$ cat config.mk
export PLATFORM = sky130hd
export DESIGN_NAME = shift_unit_pipe
export DESIGN_NICKNAME = d
export VERILOG_FILES = /design/src/rtl/shift_unit_pipe_pkg.sv /design/src/rtl/shift_unit_pipe_layer.sv /design/src/rtl/shift_unit_pipe.sv
export SDC_FILE = /design/constraint.sdc
export NUM_CORES = 1
export LEC_CHECK = 0
export ABC_AREA = 1
export CORE_UTILIZATION = 48
export DETAILED_ROUTE_END_ITERATION = 8
export PLACE_DENSITY = 0.78
export RECOVER_POWER = 25
export SETUP_SLACK_MARGIN = 0.1
export SYNTH_ARGS = -nofsm -noshare
export SYNTH_HDL_FRONTEND = slang
export SYNTH_SLANG_ARGS = --single-unit
$ cat constraint.sdc
create_clock -name CLK -period 1.3 [get_ports CLK]
set_input_delay 0.26 -clock CLK [delete_from_list [all_inputs] [get_ports CLK]]
set_output_delay 0.26 -clock CLK [all_outputs]
set_load 0.01 [all_outputs]
$ cat src/rtl/shift_unit_pipe_pkg.sv
// Shared definitions for the pipelined barrel shifter: mode encoding and
// the amount-saturation rule.
package shift_unit_pipe_pkg;

  typedef enum logic [1:0] {
    SHIFT_SLL = 2'b00,
    SHIFT_SRL = 2'b01,
    SHIFT_SRA = 2'b10,
    SHIFT_ROR = 2'b11
  } shift_mode_e;

  // Rotates wrap their amount; every other mode saturates once amount >= WIDTH.
  function automatic logic mode_saturates(shift_mode_e mode);
    return mode != SHIFT_ROR;
  endfunction

endpackage

$ cat src/rtl/shift_unit_pipe_layer.sv
// One barrel layer: optionally shifts/rotates by a fixed distance DIST.
module shift_layer
  import shift_unit_pipe_pkg::*;
#(
  parameter int unsigned WIDTH = 8,
  parameter int unsigned DIST  = 1
) (
  input  logic [WIDTH-1:0] data_i,
  input  shift_mode_e      mode_i,
  input  logic             sign_i,
  input  logic             enable_i,
  output logic [WIDTH-1:0] data_o
);

  always_comb begin
    data_o = data_i;
    if (enable_i) begin
      unique case (mode_i)
        SHIFT_SLL: data_o = data_i << DIST;
        SHIFT_SRL: data_o = data_i >> DIST;
        SHIFT_SRA: data_o = {{DIST{sign_i}}, data_i[WIDTH-1:DIST]};
        SHIFT_ROR: data_o = {data_i[DIST-1:0], data_i[WIDTH-1:DIST]};
        default:   data_o = data_i;
      endcase
    end
  end

endmodule

$ cat src/rtl/shift_unit_pipe.sv
// Pipelined barrel shifter, one register stage per barrel layer, with
// valid/ready on both sides and a combinational back-to-front ready chain.
module shift_unit_pipe
  import shift_unit_pipe_pkg::*;
#(
  parameter int unsigned WIDTH = 8,
  parameter int unsigned AMT_W = 8
) (
  input  logic             CLK,
  input  logic             RESET,
  input  logic             IN_VALID,
  output logic             IN_READY,
  input  logic [WIDTH-1:0] IN_DATA,
  input  logic [AMT_W-1:0] IN_AMT,
  input  logic [1:0]       IN_MODE,
  output logic             OUT_VALID,
  input  logic             OUT_READY,
  output logic [WIDTH-1:0] OUT_DATA,
  output logic             OUT_ZERO
);

  localparam int unsigned L = $clog2(WIDTH);

  shift_mode_e in_mode;
  logic        in_sat;

  // Stage registers, index 1..L.
  logic [L:1]       vld_q;
  logic [WIDTH-1:0] data_q [1:L];
  shift_mode_e      mode_q [1:L];
  logic [L-1:0]     amt_q  [1:L];
  logic             sat_q  [1:L];
  logic             sign_q [1:L];
  logic             zero_q;

  // What each stage would capture: the upstream stage or, for stage 1, the request.
  logic [L:1]       p_vld;
  logic [WIDTH-1:0] p_data [1:L];
  shift_mode_e      p_mode [1:L];
  logic [L-1:0]     p_amt  [1:L];
  logic             p_sat  [1:L];
  logic             p_sign [1:L];
  logic [WIDTH-1:0] layer_out [1:L];
  logic [WIDTH-1:0] data_d    [1:L];
  logic [L:1]       ld;

  // Saturation is resolved once at the input; ROR simply keeps amount mod WIDTH.
  assign in_mode = shift_mode_e'(IN_MODE);
  assign in_sat  = mode_saturates(in_mode) && (IN_AMT >= AMT_W'(WIDTH));

  // A stage loads when empty or when the stage after it is moving.
  always_comb begin
    ld    = '0;
    ld[L] = !vld_q[L] || OUT_READY;
    for (int i = L - 1; i >= 1; i--) begin
      ld[i] = !vld_q[i] || ld[i+1];
    end
  end

  assign IN_READY  = ld[1];
  assign OUT_VALID = vld_q[L];
  assign OUT_DATA  = data_q[L];
  assign OUT_ZERO  = zero_q;

  for (genvar i = 1; i <= L; i++) begin : g_stage
    if (i == 1) begin : g_head
      assign p_vld[i]  = IN_VALID;
      assign p_data[i] = IN_DATA;
      assign p_mode[i] = in_mode;
      assign p_amt[i]  = IN_AMT[L-1:0];
      assign p_sat[i]  = in_sat;
      assign p_sign[i] = IN_DATA[WIDTH-1];
    end else begin : g_body
      assign p_vld[i]  = vld_q[i-1];
      assign p_data[i] = data_q[i-1];
      assign p_mode[i] = mode_q[i-1];
      assign p_amt[i]  = amt_q[i-1];
      assign p_sat[i]  = sat_q[i-1];
      assign p_sign[i] = sign_q[i-1];
    end

    shift_layer #(
      .WIDTH (WIDTH),
      .DIST  (1 << (i - 1))
    ) u_layer (
      .data_i   (p_data[i]),
      .mode_i   (p_mode[i]),
      .sign_i   (p_sign[i]),
      .enable_i (p_amt[i][i-1]),
      .data_o   (layer_out[i])
    );

    // The last stage overrides the barrel result with the saturated value.
    if (i == L) begin : g_sat
      assign data_d[i] = !p_sat[i]                ? layer_out[i]      :
                         (p_mode[i] == SHIFT_SRA) ? {WIDTH{p_sign[i]}} : '0;
    end else begin : g_pass
      assign data_d[i] = layer_out[i];
    end

    always_ff @(posedge CLK) begin
      if (RESET) begin
        vld_q[i]  <= 1'b0;
        data_q[i] <= '0;
        mode_q[i] <= SHIFT_SLL;
        amt_q[i]  <= '0;
        sat_q[i]  <= 1'b0;
        sign_q[i] <= 1'b0;
      end else if (ld[i]) begin
        vld_q[i] <= p_vld[i];
        if (p_vld[i]) begin
          data_q[i] <= data_d[i];
          mode_q[i] <= p_mode[i];
          amt_q[i]  <= p_amt[i];
          sat_q[i]  <= p_sat[i];
          sign_q[i] <= p_sign[i];
        end
      end
    end
  end

  always_ff @(posedge CLK) begin
    if (RESET) begin
      zero_q <= 1'b1;
    end else if (ld[L] && p_vld[L]) begin
      zero_q <= (data_d[L] == '0);
    end
  end

endmodule
# Yosys cells after proc, flatten, opt, wreduce, memory -nomap -nowiden
# Memory sizes are Yosys's and may differ from the RTL's.
# Index checks and enable logic that the tools add are counted.
classes:
  n_reduce_logical: 12
  bitwise_logic: 15
  n_mux: 37
  eq_ne: 10
  order_cmp: 1
ops:
  columns: ["op", "count"]
  rows:
  - ["8-bit one-hot mux with 4 select lines", 3]
  - ["8-bit 2-to-1 mux", 8]
  - ["1-bit 2-to-1 mux", 20]
  - ["1-bit OR", 15]
  - ["2-bit equality test (second input constant)", 6]
  - ["3-bit 2-to-1 mux", 3]
  - ["8-bit by 4-bit greater-or-equal comparator with 1-bit output (second input constant)", 1]
  - ["8-bit zero test", 1]
  - ["2-bit by 1-bit equality test with 1-bit output (second input constant)", 3]
  - ["2-bit zero test", 3]
  - ["2-bit 2-to-1 mux", 3]
  - ["1-bit zero test", 3]
  - ["1-bit logical OR", 3]
  - ["1-bit logical AND", 2]
  - ["2-bit inequality test (second input constant)", 1]
totals:
  ff_bits: 4
  elab_cells: 84
  mem_count: 5
  ram_bits: 45
mem_list:
  columns: ["name", "words", "width", "rd", "rd_clocked_by_memory_dff", "wr", "line_no", "source"]
  rows:
  - ["data_q", 3, 8, 3, 0, 3, "shift_unit_pipe.sv:29", "logic [WIDTH-1:0] data_q [1:L];"]
  - ["amt_q", 3, 3, 2, 0, 3, "shift_unit_pipe.sv:31", "logic [L-1:0] amt_q [1:L];"]
  - ["mode_q", 3, 2, 2, 0, 3, "shift_unit_pipe.sv:30", "shift_mode_e mode_q [1:L];"]
  - ["sat_q", 3, 1, 2, 0, 3, "shift_unit_pipe.sv:32", "logic sat_q [1:L];"]
  - ["sign_q", 3, 1, 2, 0, 3, "shift_unit_pipe.sv:33", "logic sign_q [1:L];"]

# Longest topological paths before layout
depth:
  word_depth: 8
  mapped_depth: 10
  mapped_depth_nobuf: 10

# Modules after synthesis
# From an unflattened synthesis, not the netlist that was laid out.
unflattened:
  hier_cells: 290
  area_unflattened_um2: 2306.0
by_module_without_submodules:
  columns: ["module", "seq_area_each_um2", "area_each_um2", "cells_each", "instances"]
  rows:
  - ["shift_unit_pipe", 1131.1, 1680.4, 154, 1]
  - ["shift_layer at g_stage[1].u_layer", 0.0, 219.0, 47, 1]
  - ["shift_layer at g_stage[2].u_layer", 0.0, 212.7, 48, 1]
  - ["shift_layer at g_stage[3].u_layer", 0.0, 193.9, 41, 1]

# Worst setup path after synthesis
# Ideal clock, no wire load.
synth_timing:
  path_kind: "reg-to-reg"
  start: "register vld_q, in the netlist OUT_VALID"
  end: "memory amt_q[1][1] (netlist name) (enable)"
  setup_ps: 346
  t_arrival_ps: 988
  path_slack_ps: -33
  path_stages_with_launch: 4
  period_less_slack_ps: 1333
  path_buffers: 0
  path_cell_list: "dfxtp_1 -> nand4_2 -> nand2_2 -> nand2_1"
synth_rtl:
  columns: ["item", "line_no", "source"]
  rows:
  - ["start: declaration", "shift_unit_pipe.sv:28", "logic [L:1] vld_q;"]
  - ["start signal: indexed assignment", "shift_unit_pipe.sv:110", "vld_q[i] <= p_vld[i];"]
  - ["end: declaration", "shift_unit_pipe.sv:31", null]

==> flow_summary.yaml <==
timing:
  worst_slack_ns: -0.00881
  max_slew_vio_count: 0
  fin_skew_ns: 0.00890
  clock.fmax_mhz: 764
  final_min_period_over_clock_period_pct: 101
  finalCriticalPeriod_ns: 1.31
  slew_headroom_pct: 79.3
  timing_worst_slew_pin_value_ns: 0.310
  final_hold_vios: 0
  final-setup-viol-count: 1
  grt_setup_unrepaired: "yes"
routing:
  detail_route.wirelength.met1_mm: 1.73
  drt-wirelength-per-cell_um: 13.0
  detailedRoute.firstPassIterationCount: 4
  drt-total-wl_mm: 4.60
  met3_wl_post_dr_um: 149
  dr.max_layer_used: "met4"
  route.detailed.drc: 0
  vias_per_cell: 5.17
  wl_met2_mm: 2.61
  drc_violation_total_after_the_first_tritonroute_iteration: 57
  antenna_left: 0
  vias: 1835
floorplan:
  start_util_pct: 51.3
  core-area_um2: 4120
  floorplan.die_area_um2: 4670
  floorplan.die.height_um: 68.3
  dieWidth_um: 68.3
  placement_rows: 23
  floorplan.io_pins: 33
grt:
  grt_antenna_before_repair: 0
  grt_pass1_wl_mm: 6.73
  grt.overflow.total: 0
  grt_max_degree: 15
  grt_use_total_pct: 20.2
  vias_in_the_first_global_route: 1662
yosys:
  synth.top_cells.by_count: "sky130_fd_sc_hd__nor2_1 (45), sky130_fd_sc_hd__nand2_1 (40), sky130_fd_sc_hd__edfxtp_1 (35), sky130_fd_sc_hd__a21oi_1 (32), sky130_fd_sc_hd__inv_1 (24)"
  ys_top_cells_by_area: "sky130_fd_sc_hd__edfxtp_1 (50%), sky130_fd_sc_hd__nor2_1 (8.0%), sky130_fd_sc_hd__a21oi_1 (7.6%)"
  synth_largest_area_cell: "sky130_fd_sc_hd__edfxtp_1"
  ys_types: 19
  yosys_most_used_dff: "sky130_fd_sc_hd__edfxtp_1"
  synthCells: 246
  synth.most_common_cell: "sky130_fd_sc_hd__nor2_1"
  synth_top_area_share_pct: 49.8
  synth_fp_nets: 268
  synth_seq_cells: 39
  edff_count_synth: 35
  post_synth.cell_area_avg_um2: 8.58
  synthArstFlopShare_pct: 0
  synth-seq-area-share_pct: 53.6
  synth.cell_area_um2: 2110
  yosysWarnings: 0
worst_setup_path:
  required_ns: 1.53
  reg2reg_from: "mode_q[2][0]"
  critPathCaptureType: "flip-flop"
  crit_fanout: 5
  critical_path_launch_point_type: "flip-flop"
  setup.worst_path.class: "reg -> reg"
  startpoint: "mode_q[2][0]"
  critical_path_arrival_ns: 1.54
clocking:
  holdBufCountCts: 0
  cts-root-to-sink-buffers: 2
  htreeDepth: 2
  tritoncts.num_buffers: 5
  clk_latency_ns: 0.29
  worst_path_clk_slew_ns: 0.08
  cts_tree: "built"
  cts_sinks: 39
  ctsRootBufferMaster: "sky130_fd_sc_hd__clkbuf_8"
place:
  placed_cells_incl_taps: 338
  dpl_cell_area_um2: 2630
  place_hpwl_mm: 2.98
  globalplace.congestion: 0.945
  port_buffers: 32
hold_path:
  hold_path.startpoint: "OUT_READY"
  min_delay_path_class: "in -> reg"
finish:
  fin_util_pct: 73.5
  stdcell_area_um2: 3030
  final-instance-count-excl-fill: 355
  finalNetCount: 326
  antenna_diode_count: 0
  post_route_cells_drive_above_1_share_pct: 37.4
  synthToLayoutAreaGrowth_pct: 43.3
power:
  power_leakage_nw: 1.20
  power.ir.vdd_worst_mv: 0.614
  powerDensity_nw_per_um2: 949
  power.total_mw: 2.87
outcome:
  violated_checks: "setup timing"
  status: "finished with violations"
run:
  max_cap_violations: 0
layout by cell type, fill, tap and decap left out, drive strengths merged:
| cell type | instances |
|---|---|
| o21ai | 20 |
| clkbuf | 11 |
| a211oi | 1 |
| clkdlybuf4s50 | 18 |
| clkdlybuf4s15 | 6 |
| edfxtp | 35 |
| nand2 | 49 |
| nand3 | 2 |
| nor3 | 2 |
| nand4 | 1 |
| clkinvlp | 1 |
| a21oi | 39 |
| clkinv | 1 |
| dlygate4sd2 | 4 |
| buf | 32 |
| nor2 | 50 |
| dfxtp | 4 |
| inv | 29 |
critical path: stages, from the launching register on:
cell,delay [ns]
sky130_fd_sc_hd__edfxtp_1,0.49
sky130_fd_sc_hd__inv_2,0.11
sky130_fd_sc_hd__nand2_4,0.07
sky130_fd_sc_hd__nand2_2,0.06
sky130_fd_sc_hd__nand2_2,0.07
sky130_fd_sc_hd__a21oi_4,0.16
sky130_fd_sc_hd__nand2_1,0.07
sky130_fd_sc_hd__nor2_1,0.10
sky130_fd_sc_hd__nand2_1,0.07
sky130_fd_sc_hd__nand2_1,0.06
layer usage:
layer,global-route usage [%],vias up
li1,-,918
met1,18.2,851
met2,39.2,56
met3,5.00,10
met4,13.0,0
met5,0,-
path summary, 6_finish.rpt:
kind                                  to  slack (ns)  cells after the start
worst min register to register  OUT_ZERO        0.49                      2
worst max register to register  OUT_ZERO      -0.009                      9
worst max-delay path            OUT_ZERO      -0.009                      9
worst min-delay path            p_vld[3]        0.41                      4
stage by stage:
stage / hold WS (ns) / TNS [ns] / setup slack, ns
final: 0.414 / -0.00881 / -0.00881
after global routing: 0.439 / -0.346 / -0.0783
after CTS: 0.367 / 0 / 0.0176
after detailed placement: 0.483 / -16.98 / -0.390
after global placement: 0.450 / -16.00 / -0.374
after floorplan: 0.322 / 0 / 0.0784
sequential cells by signal (all words and copies together), names as in the netlist:
| register | flops |
|---|---|
| data_q | 24 |
| OUT_VALID | 1 |
| sign_q | 2 |
| amt_q | 3 |
| OUT_ZERO | 1 |
| p_vld | 2 |
| mode_q | 4 |
| sat_q | 2 |
timing repair:
action / in CTS / in global routing
resized for setup: 44 / 70
gates cloned: 1 / 1
endpoints found under the setup margin: 68 / 74
pin swaps: 8 / 23
buffers inserted: 3 / 4
cell families after synthesis:
group / Yosys count / share of synthesized area, %
AO/OA/AOI/OAI: 60 / 15.6
buffers and inverters: 43 / 9.54
flip-flops: 39 / 53.6
AND/OR/NAND/NOR: 104 / 21.3
power by group:
group	internal, mW	switching (mW)	total (mW)
registers	1.45	0.0651	1.51
clock network	0.376	0.409	0.785
logic	0.274	0.299	0.574
area by class of cell:
cell class	count	area, µm²
repair inverters	1	7.51
inverters	29	116
clock buffers	7	76.3
flip-flops and latches	39	1140
fillers	290	1090
well taps	50	62.6
multi-input cells	164	985
repair buffers	64	631
clock inverters	1	5.00
Power figures use the tool's default switching activity.
